### src/rtl/pmic_pwm_pkg.sv
`default_nettype none
// ============================================================================
// Module   : pmic_pwm_pkg
// Brief    : Shared state encoding, default period and duty clamp helper
//            for the buck-stage PWM dead-time generator.
// Revision : 1.0
// ============================================================================
package pmic_pwm_pkg;

    localparam int unsigned c_PERIOD_DEF = 15;

    typedef logic [2:0] pwm_state_t;

    localparam pwm_state_t c_IDLE  = 3'd0;
    localparam pwm_state_t c_DT_LH = 3'd1;
    localparam pwm_state_t c_HS_ON = 3'd2;
    localparam pwm_state_t c_DT_HL = 3'd3;
    localparam pwm_state_t c_LS_ON = 3'd4;
    localparam pwm_state_t c_FAULT = 3'd5;

    // Requested on-time can never exceed one full period (PERIOD+1 clocks).
    function automatic logic [31:0] clamp_duty(input logic [31:0] duty,
                                               input logic [31:0] period);
        if (duty > period + 32'd1)
            return period + 32'd1;
        else
            return duty;
    endfunction

endpackage
`default_nettype wire

### src/rtl/deadtime_timer.sv
`default_nettype none
// ============================================================================
// Module   : deadtime_timer
// Brief    : Loadable down-counter for the gate dead time; a zero load value
//            is promoted to one so the gap can never vanish.
// Revision : 1.0
// ============================================================================
module deadtime_timer #(
    parameter int DT_W = 4
) (
    input  logic            clk,
    input  logic            reset,
    input  logic            load,
    input  logic [DT_W-1:0] load_val,
    output logic            expired
);

    logic [DT_W-1:0] r_cnt;
    logic [DT_W-1:0] w_load_val;

    assign w_load_val = (load_val == '0) ? DT_W'(1) : load_val;

    always_ff @(posedge clk or posedge reset) begin
        if (reset)
            r_cnt <= '0;
        else if (load)
            r_cnt <= w_load_val;
        else if (r_cnt != '0)
            r_cnt <= r_cnt - 1'b1;
    end

    // Expiry on the last dead cycle lets the FSM leave exactly on time.
    assign expired = (r_cnt == DT_W'(1));

endmodule
`default_nettype wire

### src/rtl/pwm_deadtime_gen.sv
`default_nettype none
// ============================================================================
// Module   : pwm_deadtime_gen
// Brief    : Duty compare against the period down-counter, complementary
//            gate drive with programmable dead time and latched OCP fault.
// Revision : 1.0
// ============================================================================
module pwm_deadtime_gen
    import pmic_pwm_pkg::*;
#(
    parameter int CNT_W  = 32,
    parameter int PERIOD = c_PERIOD_DEF,
    parameter int DUTY_W = 5,
    parameter int DT_W   = 4
) (
    input  logic              clk,
    input  logic              reset,
    input  logic [CNT_W-1:0]  count_in,
    input  logic              run,
    input  logic [DUTY_W-1:0] duty_in,
    input  logic [DT_W-1:0]   dt_cfg,
    input  logic              ocp,
    input  logic              fault_clr,
    output logic              gate_hs,
    output logic              gate_ls,
    output logic              fault,
    output logic [DUTY_W-1:0] duty_active,
    output logic              period_start
);

    pwm_state_t        r_state;
    pwm_state_t        w_state_nxt;
    logic              w_load_dt;
    logic              w_dt_expired;
    logic              w_raw_on;
    logic              w_cnt_zero;
    logic [CNT_W-1:0]  w_phase;
    logic [DUTY_W-1:0] w_duty_clamp;
    logic [DUTY_W-1:0] r_duty;
    logic              r_gate_hs;
    logic              r_gate_ls;
    logic              r_fault;
    logic              r_period_start;

    assign w_cnt_zero   = (count_in == '0);
    assign w_phase      = CNT_W'(PERIOD) - count_in;
    assign w_raw_on     = (w_phase < CNT_W'(r_duty));
    assign w_duty_clamp = DUTY_W'(clamp_duty(32'(duty_in), 32'(PERIOD)));

    deadtime_timer #(
        .DT_W (DT_W)
    ) u_deadtime_timer (
        .clk      (clk),
        .reset    (reset),
        .load     (w_load_dt),
        .load_val (dt_cfg),
        .expired  (w_dt_expired)
    );

    always_comb begin
        w_state_nxt = r_state;
        w_load_dt   = 1'b0;
        if (ocp) begin
            w_state_nxt = c_FAULT;
        end else if (r_state == c_FAULT) begin
            if (fault_clr && !run)
                w_state_nxt = c_IDLE;
        end else if (!run) begin
            w_state_nxt = c_IDLE;
        end else begin
            case (r_state)
                c_IDLE: begin
                    w_state_nxt = w_raw_on ? c_DT_LH : c_DT_HL;
                    w_load_dt   = 1'b1;
                end
                c_HS_ON: begin
                    if (!w_raw_on) begin
                        w_state_nxt = c_DT_HL;
                        w_load_dt   = 1'b1;
                    end
                end
                c_LS_ON: begin
                    if (w_raw_on) begin
                        w_state_nxt = c_DT_LH;
                        w_load_dt   = 1'b1;
                    end
                end
                // A raw edge inside a gap restarts the gap toward the new side.
                c_DT_LH: begin
                    if (!w_raw_on) begin
                        w_state_nxt = c_DT_HL;
                        w_load_dt   = 1'b1;
                    end else if (w_dt_expired) begin
                        w_state_nxt = c_HS_ON;
                    end
                end
                c_DT_HL: begin
                    if (w_raw_on) begin
                        w_state_nxt = c_DT_LH;
                        w_load_dt   = 1'b1;
                    end else if (w_dt_expired) begin
                        w_state_nxt = c_LS_ON;
                    end
                end
                default: w_state_nxt = c_IDLE;
            endcase
        end
    end

    // Gates follow the next-state decode so they match the state register
    // cycle for cycle while still coming straight from flops.
    always_ff @(posedge clk or posedge reset) begin
        if (reset) begin
            r_state        <= c_IDLE;
            r_gate_hs      <= 1'b0;
            r_gate_ls      <= 1'b0;
            r_fault        <= 1'b0;
            r_duty         <= '0;
            r_period_start <= 1'b0;
        end else begin
            r_state        <= w_state_nxt;
            r_gate_hs      <= (w_state_nxt == c_HS_ON);
            r_gate_ls      <= (w_state_nxt == c_LS_ON);
            r_fault        <= (w_state_nxt == c_FAULT);
            r_period_start <= w_cnt_zero;
            if (w_cnt_zero || (r_state == c_IDLE))
                r_duty <= w_duty_clamp;
        end
    end

    assign gate_hs      = r_gate_hs;
    assign gate_ls      = r_gate_ls;
    assign fault        = r_fault;
    assign duty_active  = r_duty;
    assign period_start = r_period_start;

endmodule
`default_nettype wire

### config.mk
export PLATFORM = sky130hd
export DESIGN_NAME = pwm_deadtime_gen
export DESIGN_NICKNAME = d
export VERILOG_FILES = /design/src/rtl/pmic_pwm_pkg.sv /design/src/rtl/deadtime_timer.sv /design/src/rtl/pwm_deadtime_gen.sv
export SDC_FILE = /design/constraint.sdc
export NUM_CORES = 1
export LEC_CHECK = 0
export BUFFER_PORTS_ARGS = -buffer_cell sky130_fd_sc_hd__buf_4
export CAP_MARGIN = 40
export CORE_UTILIZATION = 33
export CTS_CLUSTER_DIAMETER = 120
export CTS_CLUSTER_SIZE = 40
export DETAILED_ROUTE_END_ITERATION = 8
export PLACE_DENSITY = 0.56
export SYNTH_ARGS = -nofsm -noshare
export SYNTH_HDL_FRONTEND = slang
export SYNTH_HIERARCHICAL = 1
export SYNTH_SLANG_ARGS = --single-unit
### constraint.sdc
create_clock -name clk -period 3.4 [get_ports clk]
set_clock_uncertainty 0.1 [all_clocks]
set_input_delay 0.34 -clock clk [delete_from_list [all_inputs] [get_ports clk]]
set_output_delay 0.34 -clock clk [all_outputs]
set_load 0.01 [all_outputs]
==> reports/metrics.cfg, run 1 <==
[run_status]
outcome = finished clean

[routing]
drc = 0
drt-pass1-iter-count = 4
routed_via_density = 5.247
wl_per_cell_um = 12.93
drt_iter0_markers = 107
ant_nets = 0
routed_wl_um = 4086
via_count = 1658

[pwr]
irDropWorstVdd_mv = 0.2249
p_seq_frac = 0.355
pwr-share-clk = 0.200
combPwrFrac = 0.445
p_int_w = 0.0005487
leakagePower_nw = 0.9676
swShare = 0.3523
powerDensity_nw_per_um2 = 385.4
p_switching_w = 0.0002985
finalPower_w = 0.0008472

[synthesis]
ys_seq_area_frac = 0.2498
synth_warnings = 6
syn_area_um2 = 1603
async_reset_ff_frac = 1.000
synth_edf_count = 0
synth_seq_cells = 16
synth_ff_type = dfrtp_1
syn_area_per_cell_um2 = 8.136
syn_inst = 197
synth_cell_types = 51
syn_nets = 251

[min_path]
hold_depth = 2
hold_class = primary input to flop
hold_end = period_start
worst_hold_startpoint = count_in[3]

[floorplanning]
coreArea_um2 = 4504
pin_count = 55
dieWidth_um = 71.69
start_util = 0.3558
die_h_um = 71.69
rows = 24
dieArea_um2 = 5139

[timing]
period_needed_ps = 3137
relSlewSlack = 0.6228
worstMarginPinSlew_ps = 551.6
max_freq_ghz = 0.3188
final-max-slew-violation-count = 0
finalSetupViolations = 0
whs_ps = 169.5
hold_viol = 0
finalCritPeriodShare = 0.9227
rsz0062_at_grt = false

[finish]
layout_commonest_cell = buf_4
antenna_cells = 0
utilization = 0.4881
final_cell_mix = 64 x buf_4, 18 x inv_1, 17 x nand2_1
n_fill_cell = 477
finalNonFillerCells = 316
fin_area_um2 = 2198
fin_nets = 319
drive_gt1_frac = 0.3106
area_growth_syn_to_layout_pct = 37.16

[setup_path]
r2r_cells = 12
r2r_end = u_deadtime_timer/r_cnt[1]
reg2reg_from = duty_active[1]
end_kind = flop
rrSetupSlack_ps = 850
worstSetupStartpointType = primary input
critPathKind = primary input to flop
cp.required_ps = 3440
worst_ep_arrival_time_ps = 3170
path_max_fanout = 8

[grt]
grt_max_degree = 13
grt_overflow_total = 0
track_usage = 0.1724
grt_pass1_vias = 1603
grt_pass1_wl_um = 7224
antenna_found_initial = 0

[placement]
io_buffers = 54
place_area_um2 = 2133
gp_congestion = 0.8335
dpl.hpwl_um = 3478
dp_cells = 311

[clock_tree]
cts.clk_slew.worst_paths_ps = 70
cts_tree = yes
clkLatencyLatePin_ps = 250
cts_buffers = 3
cts.htree.levels = 1
clock_path_buffers = 2
cts_setup_buffers = 0
clock-sinks = 16
ctsRootBufferMaster = clkbuf_8

[job]
max_cap_violations = 0

[worst max path at each step]
stage           startpoint                         to  slack [ps]  depth (start not counted)
4_1_cts        count_in[4]  u_deadtime_timer/r_cnt[1]         240                         14
3_5_place_dp   count_in[4]  u_deadtime_timer/r_cnt[1]         -20                         14
3_3_place_gp   count_in[4]  u_deadtime_timer/r_cnt[1]         100                         14
5_1_grt        count_in[4]  u_deadtime_timer/r_cnt[1]          30                         14
6_report       count_in[4]  u_deadtime_timer/r_cnt[1]         260                         14
2_1_floorplan  count_in[4]  u_deadtime_timer/r_cnt[1]          80                         12
[critical path, cell delays in order]
cell,delay [ps]
buf_4,130
inv_1,50
ha_1,180
or3b_1,390
or3_1,370
a2111oi_2,310
nand4_1,150
a2111oi_2,340
nand4_2,160
mux2i_1,150
nor3_1,170
buf_4,190
a21oi_1,40
a22o_1,200
[registers in the layout, indices dropped and copies added, names as in the netlist]
signal	count
r_state	3
duty_active	5
u_deadtime_timer/r_cnt	4
gate_ls	1
gate_hs	1
period_start	1
fault	1
[power by group through the flow]
stage                     Clock (W)  Combinational, W  Sequential [W]
final                      0.000169          0.000377        0.000301
after global routing       0.000184          0.000428        0.000311
after CTS                  0.000174          0.000383        0.000303
after detailed placement          0          0.000380        0.000305
after global placement            0          0.000380        0.000306
after floorplan                   0          0.000226        0.000306
[cells in the mapped netlist, types with 2 or more instances]
cell       number  area share
nand3_1         8       0.025
xnor2_1         9       0.049
or3_1           7       0.027
nor3b_1         2      0.0094
a21oi_1         5       0.016
nor4_1          5       0.020
dfrtp_1        16        0.25
nor2b_1         2      0.0078
nand4_1         6       0.023
o21bai_1        3       0.014
nor3_2          2       0.012
nand2_1        17       0.040
or4_1           2      0.0094
nor4b_1         2       0.011
mux2_2          3       0.021
nor2_1         10       0.023
nor3_1         12       0.037
nand3b_1        5       0.023
inv_1          18       0.042
a2111oi_2       2       0.019
o21ai_0        11       0.034
o31ai_1         5       0.023
ha_1            8       0.062
a21o_1          2      0.0094
nand2b_1        4       0.016
a31oi_1         2      0.0078
mux2i_1         4       0.025
nor4_2          2       0.016
[per-stage QoR]
stage	setup slack, ps	TNS, ps
after floorplan	81.45	0
after global placement	103.4	0
after detailed placement	-18.65	-18.65
after CTS	235.8	0
after global routing	31.33	0
final	262.8	0
[logic make-up after synthesis]
kind of cell	after synthesis	share of synthesized area
AND/OR/NAND/NOR	94	0.3497
AO/OA/AOI/OAI	42	0.1858
buffers and inverters	20	0.05152
flip-flops	16	0.2498
XOR/XNOR	10	0.05465
adder cells (fa/ha/maj)	8	0.06245
multiplexers	7	0.04606
[cell type report]
cell class                      instances  area [um^2]  share of cell area
Clock buffer                            4        55.05             0.02504
Timing Repair Buffer                   65        490.5              0.2231
Multi-Input combinational cell        161         1120              0.5094
Sequential cell                        16        400.4              0.1821
Inverter                               18        67.56             0.03073
Tap cell                               52        65.06             0.02960
[routing by layer]
metal	track usage	vias to the layer above	wire length (um)
met3	0.02672	4	243
met5	0	-	0
met1	0.2554	733	2008
met2	0.2662	49	1803
li1	-	872	-
met4	0.03268	0	30
[what timing repair did]
action / 4_1_cts / 5_1_grt
endpoints found under the hold margin: 4 / 0
hold buffers: 1 / 0
gates resized for setup: 0 / 0
Note: power is estimated with default switching activity, not from simulation.
==> run 2, diff against run 1 <==
==> constraint.sdc (replaced) <==
create_clock -name clk -period 3.4 [get_ports clk]
set_clock_uncertainty 0.1 [all_clocks]
set_input_delay 0.17 -clock clk [delete_from_list [all_inputs] [get_ports clk]]
set_output_delay 0.17 -clock clk [all_outputs]
set_load 0.01 [all_outputs]
==> reports/metrics.cfg, run 2 (synthesized netlist as in run 1, its figures left out) <==
[run_status]
outcome = finished clean

[finish]
layout_commonest_cell = buf_4
antenna_cells = 0
largest_reg_flops = 5
n_fill_cell = 449
drive_gt1_frac = 0.3027
area_growth_syn_to_layout_pct = 35.75
final_cell_mix = 61 x buf_4, 18 x inv_1, 17 x nand2_1
fin_nets = 316

[timing]
finalCritPeriodShare = 0.8659
rsz0062_at_grt = false
hold_viol = 0
final-max-slew-violation-count = 0
worstMarginPinSlew_ps = 441.2
relSlewSlack = 0.6983
period_needed_ps = 2944
fin_setup_tns_ps = 0
final.setup.worst_slack_ps = 455.8
whs_ps = 8.559
max_freq_ghz = 0.3397
finalSetupViolations = 0

[placement]
dpl.hpwl_um = 3486
pre_cts_ws_ps = 195.2
gp_congestion = 0.8472
io_buffers = 54

[clock_tree]
clkLatencyLatePin_ps = 250
cts_setup_buffers = 0
cts_buffers = 3
clock_path_buffers = 2
post_cts_resized = 0
cts_tree = yes
clock-sinks = 16
ctsRootBufferMaster = clkbuf_8
cts.htree.levels = 1
cts.clk_slew.worst_paths_ps = 60

[setup_path]
crit_start = count_in[4]
cp.required_ps = 3450
slowest_stage = or3b_1
end_kind = flop
cp-endpoint = u_deadtime_timer/r_cnt[1]
r2r_cells = 12
worst_ep_arrival_time_ps = 2990
crit_path_cell_trace = buf_4, inv_1, ha_1, or3b_1, or3_1, a2111oi_2, nand4_1, a2111oi_2, nand4_2, mux2i_1, nor3_1, buf_4, a21oi_1, a22o_1
path_max_fanout = 8
rrSetupSlack_ps = 880
r2r_end = u_deadtime_timer/r_cnt[1]
critPathKind = primary input to flop
worstSetupStartpointType = primary input
critPathTopFamily = simple AND/OR/NAND/NOR gates
reg2reg_from = duty_active[1]
cpPeakStageDelay_ps = 400
cp_num_cells = 14
critPathBufInv = 3

[routing]
via_count = 1738
routed_via_density = 5.553
wl_per_cell_um = 13.22
drc = 0
routed_wl_um = 4137
drt-pass1-iter-count = 5
drt_iter0_markers = 135
ant_nets = 0

[grt]
grt_pass1_wl_um = 7348
grt_max_degree = 13
track_usage = 0.1781
antenna_found_initial = 0
grt_pass1_vias = 1626
grt_overflow_total = 0

[floorplanning]
rows = 24
coreArea_um2 = 4504
die_h_um = 71.69
start_util = 0.3558
dieWidth_um = 71.69
dieArea_um2 = 5139
pin_count = 55

[job]
max_cap_violations = 0

[min_path]
hold_class = primary input to flop

[pwr]
powerDensity_nw_per_um2 = 389.2
irDropWorstVdd_mv = 0.2174
leakagePower_nw = 0.9539
finalPower_w = 0.0008469

==> run 2: changes by cell type in the layout (fill, tap and decap cells not counted), sizes merged <==
cell | before | now
buf | 64 | 61
==> run 2: worst register-to-register path, stage by stage, from the launching register on <==
cell and delay (ps):
dfrtp_1 390, inv_1 80, ha_1 220, a21o_1 160
a211oi_1 220, nor4b_1 100, a2111oi_2 280, nand4_2 160
mux2i_1 150, nor3_1 140, buf_4 180, a21oi_1 50
a22o_1 200
==> run 2: worst min path at each step <==
stage / cells past startpoint / to / slack [ps] / start
2_1_floorplan: 1 / u_deadtime_timer/r_cnt[0] / -160 / reset
4_1_cts: 2 / period_start / 0.3 / count_in[3]
3_5_place_dp: 2 / u_deadtime_timer/r_cnt[0] / -20 / reset
5_1_grt: 2 / period_start / 2 / count_in[3]
6_report: 2 / period_start / 9 / count_in[3]
3_3_place_gp: 2 / u_deadtime_timer/r_cnt[0] / -20 / reset
==> run 2: what timing repair did <==
item	CTS	global route
endpoints found under the setup margin	0	0
hold buffers	1	0
hold endpoints to repair	16	0
==> run 2: cell type report <==
class / instances / area, um^2 / area share
clock buffer: 4 / 55.05 / 0.02530
timing repair buffer: 62 / 467.9 / 0.2151
sequential: 16 / 400.4 / 0.1840
multi-input combinational: 161 / 1120 / 0.5147
inverter: 18 / 67.56 / 0.03105
tap: 52 / 65.06 / 0.02990
==> run 2: through the flow <==
step | instances | cell area [um^2] | utilization
2_1_floorplan | 197 | 1603 | -
3_3_place_gp | 308 | 2111 | 0.4686
3_5_place_dp | 308 | 2111 | 0.4686
4_1_cts | 313 | 2176 | 0.4831
5_1_grt | 313 | 2176 | 0.4831
6_report | 313 | 2176 | 0.4831
==> run 2: layer usage <==
layer / GRT usage / vias up / wire (um)
li1: - / 862 / -
met1: 0.2491 / 801 / 1971
met2: 0.2830 / 69 / 1818
met3: 0.03657 / 6 / 311
met4: 0.03922 / 0 / 36
met5: 0 / - / 0
==> run 2: power by group <==
group	leakage (nW)	internal [W]	switching (W)
Clock	0.0288	0.000103	0.0000661
Sequential	0.198	0.000247	0.0000551
Combinational	0.727	0.000198	0.000178
